===== src/rtl/pipe_pkg.sv =====
// Shared types and constants for the MIPS pipeline stages: widths, opcodes
// and the MEM-stage request FSM state type.
package pipe_pkg;

    localparam int DATA_SIZE    = 32;
    localparam int ADDRESS_SIZE = 32;

    localparam logic [5:0] OP_ADD = 6'b000000;
    localparam logic [5:0] OP_J   = 6'b000010;
    localparam logic [5:0] OP_ORI = 6'b001101;
    localparam logic [5:0] OP_LUI = 6'b001111;
    localparam logic [5:0] OP_LW  = 6'b100011;
    localparam logic [5:0] OP_SW  = 6'b101011;

    typedef enum logic [1:0] {IDLE, WAIT, ERR} mem_state_t;

    function automatic logic is_memop(input logic valid, input logic [5:0] op);
        return valid & ((op == OP_LW) | (op == OP_SW));
    endfunction

endpackage


===== src/rtl/mem_req_fsm.sv =====
// Data-memory request sequencer: tracks an outstanding access, counts wait
// cycles, and flags timeout or misalignment as a sticky error.
module mem_req_fsm
    import pipe_pkg::*;
#(
    parameter int MAX_WAIT = 64
) (
    input  logic clock,
    input  logic reset_n,
    input  logic memop_i,
    input  logic mis_i,
    input  logic dmem_ack_i,
    output logic dmem_req_o,
    output logic mem_stall_o,
    output logic mem_err_o
);

    localparam int CNT_W = (MAX_WAIT > 1) ? $clog2(MAX_WAIT) : 1;
    localparam logic [CNT_W-1:0] LAST = CNT_W'(MAX_WAIT - 1);

    mem_state_t       state_q;
    logic [CNT_W-1:0] wait_cnt_q;
    logic             err_q;

    // Request drops combinationally with reset so memory never sees a stale access.
    assign dmem_req_o  = reset_n & memop_i & ~mis_i & (state_q != ERR);
    assign mem_stall_o = (dmem_req_o & ~dmem_ack_i) | (state_q == ERR);
    assign mem_err_o   = err_q;

    always_ff @(posedge clock or negedge reset_n) begin
        if (!reset_n) begin
            state_q    <= IDLE;
            wait_cnt_q <= '0;
            err_q      <= 1'b0;
        end else begin
            case (state_q)
                IDLE, WAIT: begin
                    if (dmem_req_o && dmem_ack_i) begin
                        state_q    <= IDLE;
                        wait_cnt_q <= '0;
                    end else if (dmem_req_o) begin
                        if (wait_cnt_q == LAST) begin
                            state_q    <= ERR;
                            wait_cnt_q <= '0;
                            err_q      <= 1'b1;
                        end else begin
                            state_q    <= WAIT;
                            wait_cnt_q <= wait_cnt_q + 1'b1;
                        end
                    end else begin
                        state_q    <= IDLE;
                        wait_cnt_q <= '0;
                    end
                    if (mis_i) begin
                        err_q <= 1'b1;
                    end
                end
                ERR:     state_q <= ERR;
                default: state_q <= IDLE;
            endcase
        end
    end

endmodule


===== src/rtl/memory_stage.sv =====
// MEM stage of the 5-stage MIPS pipeline: issues lw/sw over a req/ack
// handshake, stalls EX while an access is outstanding, and registers MEM_WB.
module memory_stage
    import pipe_pkg::*;
#(
    parameter int MAX_WAIT = 64
) (
    input  logic                    clock,
    input  logic                    reset_n,
    input  logic                    EX_MEM_valid,
    input  logic [5:0]              EX_MEM_op,
    input  logic [1:0]              EX_MEM_instruc_type,
    input  logic [4:0]              EX_MEM_dest,
    input  logic [DATA_SIZE-1:0]    EX_MEM_result,
    input  logic [DATA_SIZE-1:0]    EX_MEM_B,
    input  logic [ADDRESS_SIZE-1:0] EX_MEM_targetPC,
    input  logic                    dmem_ack,
    input  logic [DATA_SIZE-1:0]    dmem_rdata,
    output logic                    dmem_req,
    output logic                    dmem_we,
    output logic [ADDRESS_SIZE-1:0] dmem_addr,
    output logic [DATA_SIZE-1:0]    dmem_wdata,
    output logic                    mem_stall_c,
    output logic                    MEM_WB_valid,
    output logic [4:0]              MEM_WB_dest,
    output logic [DATA_SIZE-1:0]    MEM_WB_result,
    output logic [5:0]              MEM_WB_op,
    output logic [ADDRESS_SIZE-1:0] MEM_WB_targetPC,
    output logic                    mem_err
);

    logic                    memop;
    logic                    mis;
    logic                    wb_valid_d, wb_valid_q;
    logic [4:0]              wb_dest_d, wb_dest_q;
    logic [DATA_SIZE-1:0]    wb_result_d, wb_result_q;
    logic [5:0]              wb_op_d, wb_op_q;
    logic [ADDRESS_SIZE-1:0] wb_pc_d, wb_pc_q;

    // Instruction type has no consumer past EX_MEM in this stage.
    logic unused_instruc_type;
    assign unused_instruc_type = ^EX_MEM_instruc_type;

    mem_req_fsm #(.MAX_WAIT(MAX_WAIT)) u_fsm (
        .clock       (clock),
        .reset_n     (reset_n),
        .memop_i     (memop),
        .mis_i       (mis),
        .dmem_ack_i  (dmem_ack),
        .dmem_req_o  (dmem_req),
        .mem_stall_o (mem_stall_c),
        .mem_err_o   (mem_err)
    );

    // Address/data come straight from EX_MEM, which EX holds during a stall.
    assign dmem_we    = reset_n & (EX_MEM_op == OP_SW);
    assign dmem_addr  = reset_n ? EX_MEM_result : '0;
    assign dmem_wdata = reset_n ? EX_MEM_B : '0;

    always_comb begin
        memop       = is_memop(EX_MEM_valid, EX_MEM_op);
        mis         = memop & (EX_MEM_result[1:0] != 2'b00);
        wb_result_d = (EX_MEM_op == OP_LW) ? dmem_rdata : EX_MEM_result;
        wb_valid_d  = EX_MEM_valid & (EX_MEM_op != OP_SW) & (EX_MEM_op != OP_J) & ~mis;
        wb_dest_d   = EX_MEM_dest;
        wb_op_d     = EX_MEM_op;
        wb_pc_d     = EX_MEM_targetPC;
    end

    always_ff @(posedge clock or negedge reset_n) begin
        if (!reset_n) begin
            wb_valid_q  <= 1'b0;
            wb_dest_q   <= '0;
            wb_result_q <= '0;
            wb_op_q     <= '0;
            wb_pc_q     <= '0;
        end else if (!mem_stall_c) begin
            wb_valid_q  <= wb_valid_d;
            wb_dest_q   <= wb_dest_d;
            wb_result_q <= wb_result_d;
            wb_op_q     <= wb_op_d;
            wb_pc_q     <= wb_pc_d;
        end
    end

    assign MEM_WB_valid    = wb_valid_q;
    assign MEM_WB_dest     = wb_dest_q;
    assign MEM_WB_result   = wb_result_q;
    assign MEM_WB_op       = wb_op_q;
    assign MEM_WB_targetPC = wb_pc_q;

endmodule


===== config.mk =====
export PLATFORM = sky130hd
export DESIGN_NAME = memory_stage
export DESIGN_NICKNAME = d
export VERILOG_FILES = /design/src/rtl/pipe_pkg.sv /design/src/rtl/mem_req_fsm.sv /design/src/rtl/memory_stage.sv
export SDC_FILE = /design/constraint.sdc
export NUM_CORES = 1
export LEC_CHECK = 0
export CAP_MARGIN = 5
export CORE_MARGIN = 5
export CORE_UTILIZATION = 25
export DETAILED_ROUTE_END_ITERATION = 12
export SLEW_MARGIN = 0
export SYNTH_ARGS = -nofsm -noshare
export SYNTH_HDL_FRONTEND = slang
export SYNTH_SLANG_ARGS = --single-unit

===== constraint.sdc =====
create_clock -name clock -period 1.96 [get_ports clock]
set_input_delay 0.196 -clock clock [delete_from_list [all_inputs] [get_ports clock]]
set_output_delay 0.196 -clock clock [all_outputs]
set_load 0.03 [all_outputs]

== Yosys cells after proc, flatten, opt, wreduce, memory -nomap -nowiden ==
Cells that the tools add are included.
Storage, ports and cells
  register bits: 85
  input port bits: 145
  output and inout bits: 144
  word-level logic and storage cells: 53
Cells by class
  add/sub/neg operators: 1
  eq/ne operators: 9
  mux-type cells: 14
  bitwise gates (word level): 14
  reductions and logical operators: 7
Operators by type and width (number)
  $mux W32: 3
  $eq A6 B6 Y1 const B: 3
  $mux W6: 3
  $and A1 B1 Y1: 10
  $add A6 B1 Y6 const B: 1
  $mux W2: 3
  $ne A6 B2 Y1 const B: 1
  $ne A6 B6 Y1 const B: 1
  $reduce_bool A2 Y1: 3
  $mux W1: 4
  $pmux W2 S2: 1
  $reduce_and A4 Y1: 1
  $eq A2 B1 Y1 const B: 1
  $eq A2 B2 Y1 const B: 1
  $logic_not A2 Y1: 1
  $ne A2 B1 Y1 const B: 1
  $ne A2 B2 Y1 const B: 1
  $not A1 Y1: 2
  $or A1 B1 Y1: 2
  $reduce_or A2 Y1: 1
  $logic_and A1 B1 Y1: 1

== Logic depth before layout (Yosys ltp) ==
  word-level depth: 10
  gate-level depth with buffers: 8
  depth with buffers taken out: 5

== Modules after synthesis ==
A second synthesis with hierarchy kept.
Second synthesis, totals
  cells, all modules: 406
  area, all modules: 4200.3 µm²
By module, submodules not included
  memory_stage: instances 1, cells an instance 355, area each 3728.6 µm², sequential area each 1901.8 µm²
  mem_req_fsm: instances 1, cells an instance 51, area each 471.7 µm², sequential area each 225.2 µm²

== Worst setup path before layout ==
OpenSTA, ideal clock, no wires.
  kind: reg2reg
  from: register u_fsm.state_q[1]
  to: register wb_pc_q[12], in the netlist MEM_WB_targetPC[12]
  library setup time: 0.125 ns
  arrival time: 1.659 ns
  required time: 1.835 ns
  setup slack: 0.177 ns
  cell stages (with the launch flop): 9
  buffers on the path: 3
  clock period less this slack: 1.783 ns
  cell sequence: dfrtp_1 -> nand2b_1 -> buf_2 -> nand4_1 -> and2_1 -> buf_4 -> inv_4 -> buf_6 -> mux2_2
Between the ends
  cells in the longest elaborated chain, start to end: 4
  elaborated cells on any way between the ends: 5
  those cells by class: eq/ne: 2; bitwise: 3
RTL lines
  from (decl): RTL line mem_req_fsm.sv:21  | mem_state_t state_q;
  from (signal assigned): RTL line mem_req_fsm.sv:32  | state_q <= IDLE;
  from (signal assigned): RTL line mem_req_fsm.sv:39  | state_q <= IDLE;
  from (signal assigned): RTL line mem_req_fsm.sv:43  | state_q <= ERR;
  $ne A2 B2 Y1: RTL line mem_req_fsm.sv:26  | assign dmem_req_o = reset_n & memop_i & ~mis_i & (state_q != ERR);
  $and A1 B1 Y1: RTL line mem_req_fsm.sv:26
  $and A1 B1 Y1: RTL line mem_req_fsm.sv:27  | assign mem_stall_o = (dmem_req_o & ~dmem_ack_i) | (state_q == ERR);
  $or A1 B1 Y1 *: RTL line mem_req_fsm.sv:27
  via mem_stall_c: RTL line memory_stage.sv:23  | output logic mem_stall_c,
  to (signal assigned): RTL line memory_stage.sv:82  | wb_pc_q <= wb_pc_d;
  to (decl): RTL line memory_stage.sv:38  | logic [ADDRESS_SIZE-1:0] wb_pc_d, wb_pc_q;
The timed path passes the listed nets; every way through them passes the cells marked *.
A chain may end at the register's enable or synchronous reset.

== Final worst setup path ==
  from: input EX_MEM_result[0]
  to: output mem_stall_c
Between the ends
  cells in the longest elaborated chain, start to end: 7
RTL lines
  from (decl): RTL line memory_stage.sv:14  | input logic [DATA_SIZE-1:0] EX_MEM_result,
  $reduce_bool A2 Y1: RTL line memory_stage.sv:62  | mis = memop & (EX_MEM_result[1:0] != 2'b00);
  $and A1 B1 Y1: RTL line memory_stage.sv:62
  $not A1 Y1: RTL line mem_req_fsm.sv:26
  $and A1 B1 Y1 (2 in series): RTL line mem_req_fsm.sv:26
  $and A1 B1 Y1: RTL line mem_req_fsm.sv:27
  $or A1 B1 Y1: RTL line mem_req_fsm.sv:27
  to (decl): RTL line memory_stage.sv:23
Every way passes these cells.

==> results.md <==
- FILL cells: 1540
- Adder-cell area share of the yosys netlist: 0.299%
- Gp weighted congestion: 0.747
- Top post-synthesis cells by area: dfrtp_1 (51%), mux2_2 (11%), and2_1 (9.7%), a21oi_1 (8.1%), mux2i_1 (7.9%)
- Failing checks: negative hold slack
- Nets: 816
- Number of H-tree levels: 3
- Synth Area in XOR/XNOR: 0%
- Num CTS Buffers: 9
- Hold slack: -0.0936 ns
- Port-buffer cells: 286
- Register area share after synthesis: 50.9%
- Most common cell in the synthesized netlist: dfrtp_1
- Die Width: 139 um
- Mapped Cells: 374
- CP Launch Type: input port
- Top-Level Pins: 289
- DRT antenna net count: 0
- Arr. time, crit path: 1.66 ns
- Core area: 16500 sq um
- Dpl ws: -0.217 ns
- DRT iter0 DRCs: 138
- Biggest area consumer among synthesized cells: dfrtp_1
- WP data required: 1.76 ns
- Top FF cell, synth: dfrtp_1
- Total track usage: 15.0%
- Worst-path cell chain: clkdlybuf4s50_1 -> nor4b_2 -> nand4_1 -> and2_4 -> inv_4 -> buf_12 -> buf_6
- Status: finished with violations
- Commonest cells post-synth: dfrtp_1 (85), a21oi_1 (68), and2_1 (65), mux2_2 (40), mux2i_1 (33)
- Die Y: 139 um
- DR pass1 iterations: 4
- Avg Cell Area, Syn: 11.2 sq um
- Worst vdd ir: 0.365 mV
- Clock Skew: 0.00814 ns
- Number of synthesized flops with an enable pin: 0
- Lkg Pwr: 0.00337 uW
- Initial antenna violation count: 0
- Fin crit share: 94.6%
- Final Util: 45.7%
- Fmax: 539 MHz
- Num Clock Sinks: 85
- Largest family of logic cells by synthesized area: multiplexers
- PwrDens: 541 nW/um^2
- Crit end category: primary output
- Clock Root Buffer: clkbuf_16
- Vias/cell: 4.44
- Pin count of the biggest net entering global routing: 150
- Post-synth top area share: 50.9%
- Hold Path Class: input port to asynchronous set/reset pin
- Slew @ Worst Pin: 0.753 ns
- TritonCTS clock tree: built
- DIE AREA: 19400 sq um
- Worst Path Max Fanout: 10
- P&R area growth vs syn: 80.5%
- Share of layout cells above drive strength 1: 23.0%
- Asr flop ratio synth: 100%
- Max Cap Viol: 0
- CP Class: input port to primary output
- Max incr delay on CP: 0.45 ns
- GRT overflow: 0
- Clock-pin slew on the worst setup and hold paths: 0.06 ns
- Worst Slack Setup Final: 0.106 ns
- Mux cell area share after synthesis: 19.7%
- Routed wire length per instance: 17.1 um
- Post-layout minimum cycle time: 1.85 ns
- Starting density of the core: 25.3%
- Distinct cells, synth: 31
- Unrepaired setup endpoints after global routing: false
- Hpwl dp: 11500 um
- DRC Markers: 0
- Setup violators final: 0
- Antenna Cells: 0
- Crit-path slowest cell: clkdlybuf4s50_1
- Vias in the first global route: 4360
- Clk buf depth: 2
- Yosys warnings: 0
- Routed WL: 15300 um
- Post-synthesis compound-gate area fraction: 9.43%
- #FFs+latches synth: 85
- Mapped Nets: 520
- Syn Std Cell Area: 4180 sq um
- Slew Limit Headroom: 49.8%
- Clock latency on the worst-skew pair: 0.34 ns
- Pins over their slew limit: 0
- Synth Area in Simple Gates: 15.4%
- # rows: 47
- Global-route wire length before repair: 23400 um
- Hold Vio Cnt, Final: 20
- Via count: 3972
final cells by class:
type / count / area (sq um) / area share (%)
inverters: 1 / 6.26 / 0.0829
flip-flops and latches: 85 / 2130 / 28.2
clock buffers: 12 / 246 / 3.27
multi-input cells: 261 / 1890 / 25.0
well taps: 220 / 275 / 3.65
repair buffers: 312 / 2970 / 39.3
clock inverters: 4 / 33.8 / 0.448
metal layers:
layer	track usage (%)	share of wire (%)	vias up
met5	0	0	-
met4	5.82	2.3	0
met3	5.15	7.8	20
met2	28.3	54	170
met1	15.1	36	1898
li1	-	-	1884
worst max-delay path, delay by kind of cell:
kind,cells,cell delay [ns]
buf+inv,4,0.79
simple gates,3,0.67
stage by stage:
| stage | hold slack, ns | TNS, ns | power [uW] | cells | cell area [sq um] |
|---|---|---|---|---|---|
| 2_1_floorplan | -0.0996 | 0 | 2030 | 374 | 4180 |
| 3_3_place_gp | 0.397 | -10.89 | 2510 | 870 | 7160 |
| 3_5_place_dp | 0.407 | -13.22 | 2520 | 870 | 7160 |
| 4_1_cts | 0.0286 | 0 | 4160 | 887 | 7480 |
| 5_1_grt | 0.0494 | 0 | 4270 | 895 | 7550 |
| 6_report | -0.0936 | 0 | 4090 | 895 | 7550 |
repair_timing:
item | CTS | global route
hold buffers | 0 | 0
setup buffers | 0 | 8
cloned | 1 | 0
resized for setup | 3 | 1
setup endpoints to repair | 1 | 1
pin swaps | 1 | 2
state kept, by name (all words and copies together) (netlist names):
name,flops
MEM_WB_result,32
u_fsm.state_q,2
u_fsm.mem_err_o,1
MEM_WB_dest,5
MEM_WB_targetPC,32
MEM_WB_op,6
MEM_WB_valid,1
u_fsm.wait_cnt_q,6
power by group:
part / leakage, uW / total [uW] / internal, uW / switching, uW
registers: 0.00117 / 1750 / 1750 / 0.122
logic: 0.00207 / 723 / 402 / 321
clock network: 0.000133 / 1610 / 901 / 707
total: 0.00337 / 4090 / 3060 / 1030
layout by cell type (no fill, tap or decap), types with 2 or more instances in the layout:
cell type	count
buf_4	87
nor2_1	6
or3_1	4
mux2i_1	33
nand3_1	3
mux2_1	4
nand2b_1	4
nand4_1	2
a21o_1	2
mux2_2	40
nand2_1	12
nor3b_1	2
a21oi_1	68
or2_2	2
clkbuf_16	9
clkdlybuf4s50_1	219
o21ai_0	4
and2_1	64
buf_12	4
and3_1	2
clkinv_4	3
dfrtp_1	85
clkbuf_1	2
final timing paths:
path	startpoint	endpoint	slack, ns	cells past startpoint
setup / recovery	EX_MEM_result[0]	mem_stall_c	0.11	7
hold / removal	reset_n	u_fsm.wait_cnt_q[1]	-0.09	2
setup reg to reg	u_fsm.state_q[0]	MEM_WB_valid	0.30	5
hold reg to reg	u_fsm.mem_err_o	u_fsm.mem_err_o	0.50	2
max in group asynchronous	reset_n	u_fsm.state_q[1]	1.41	2
min in group clock	EX_MEM_targetPC[9]	MEM_WB_targetPC[9]	0.45	2
cell families after synthesis:
group / count (synthesis)
and+or+nand+nor: 107
DFF: 85
muxes: 77
AOI/OAI and AO/OA: 76
buffers and inverters: 28
adders and majority gates: 1
Note: power is estimated with default switching activity, not from simulation.
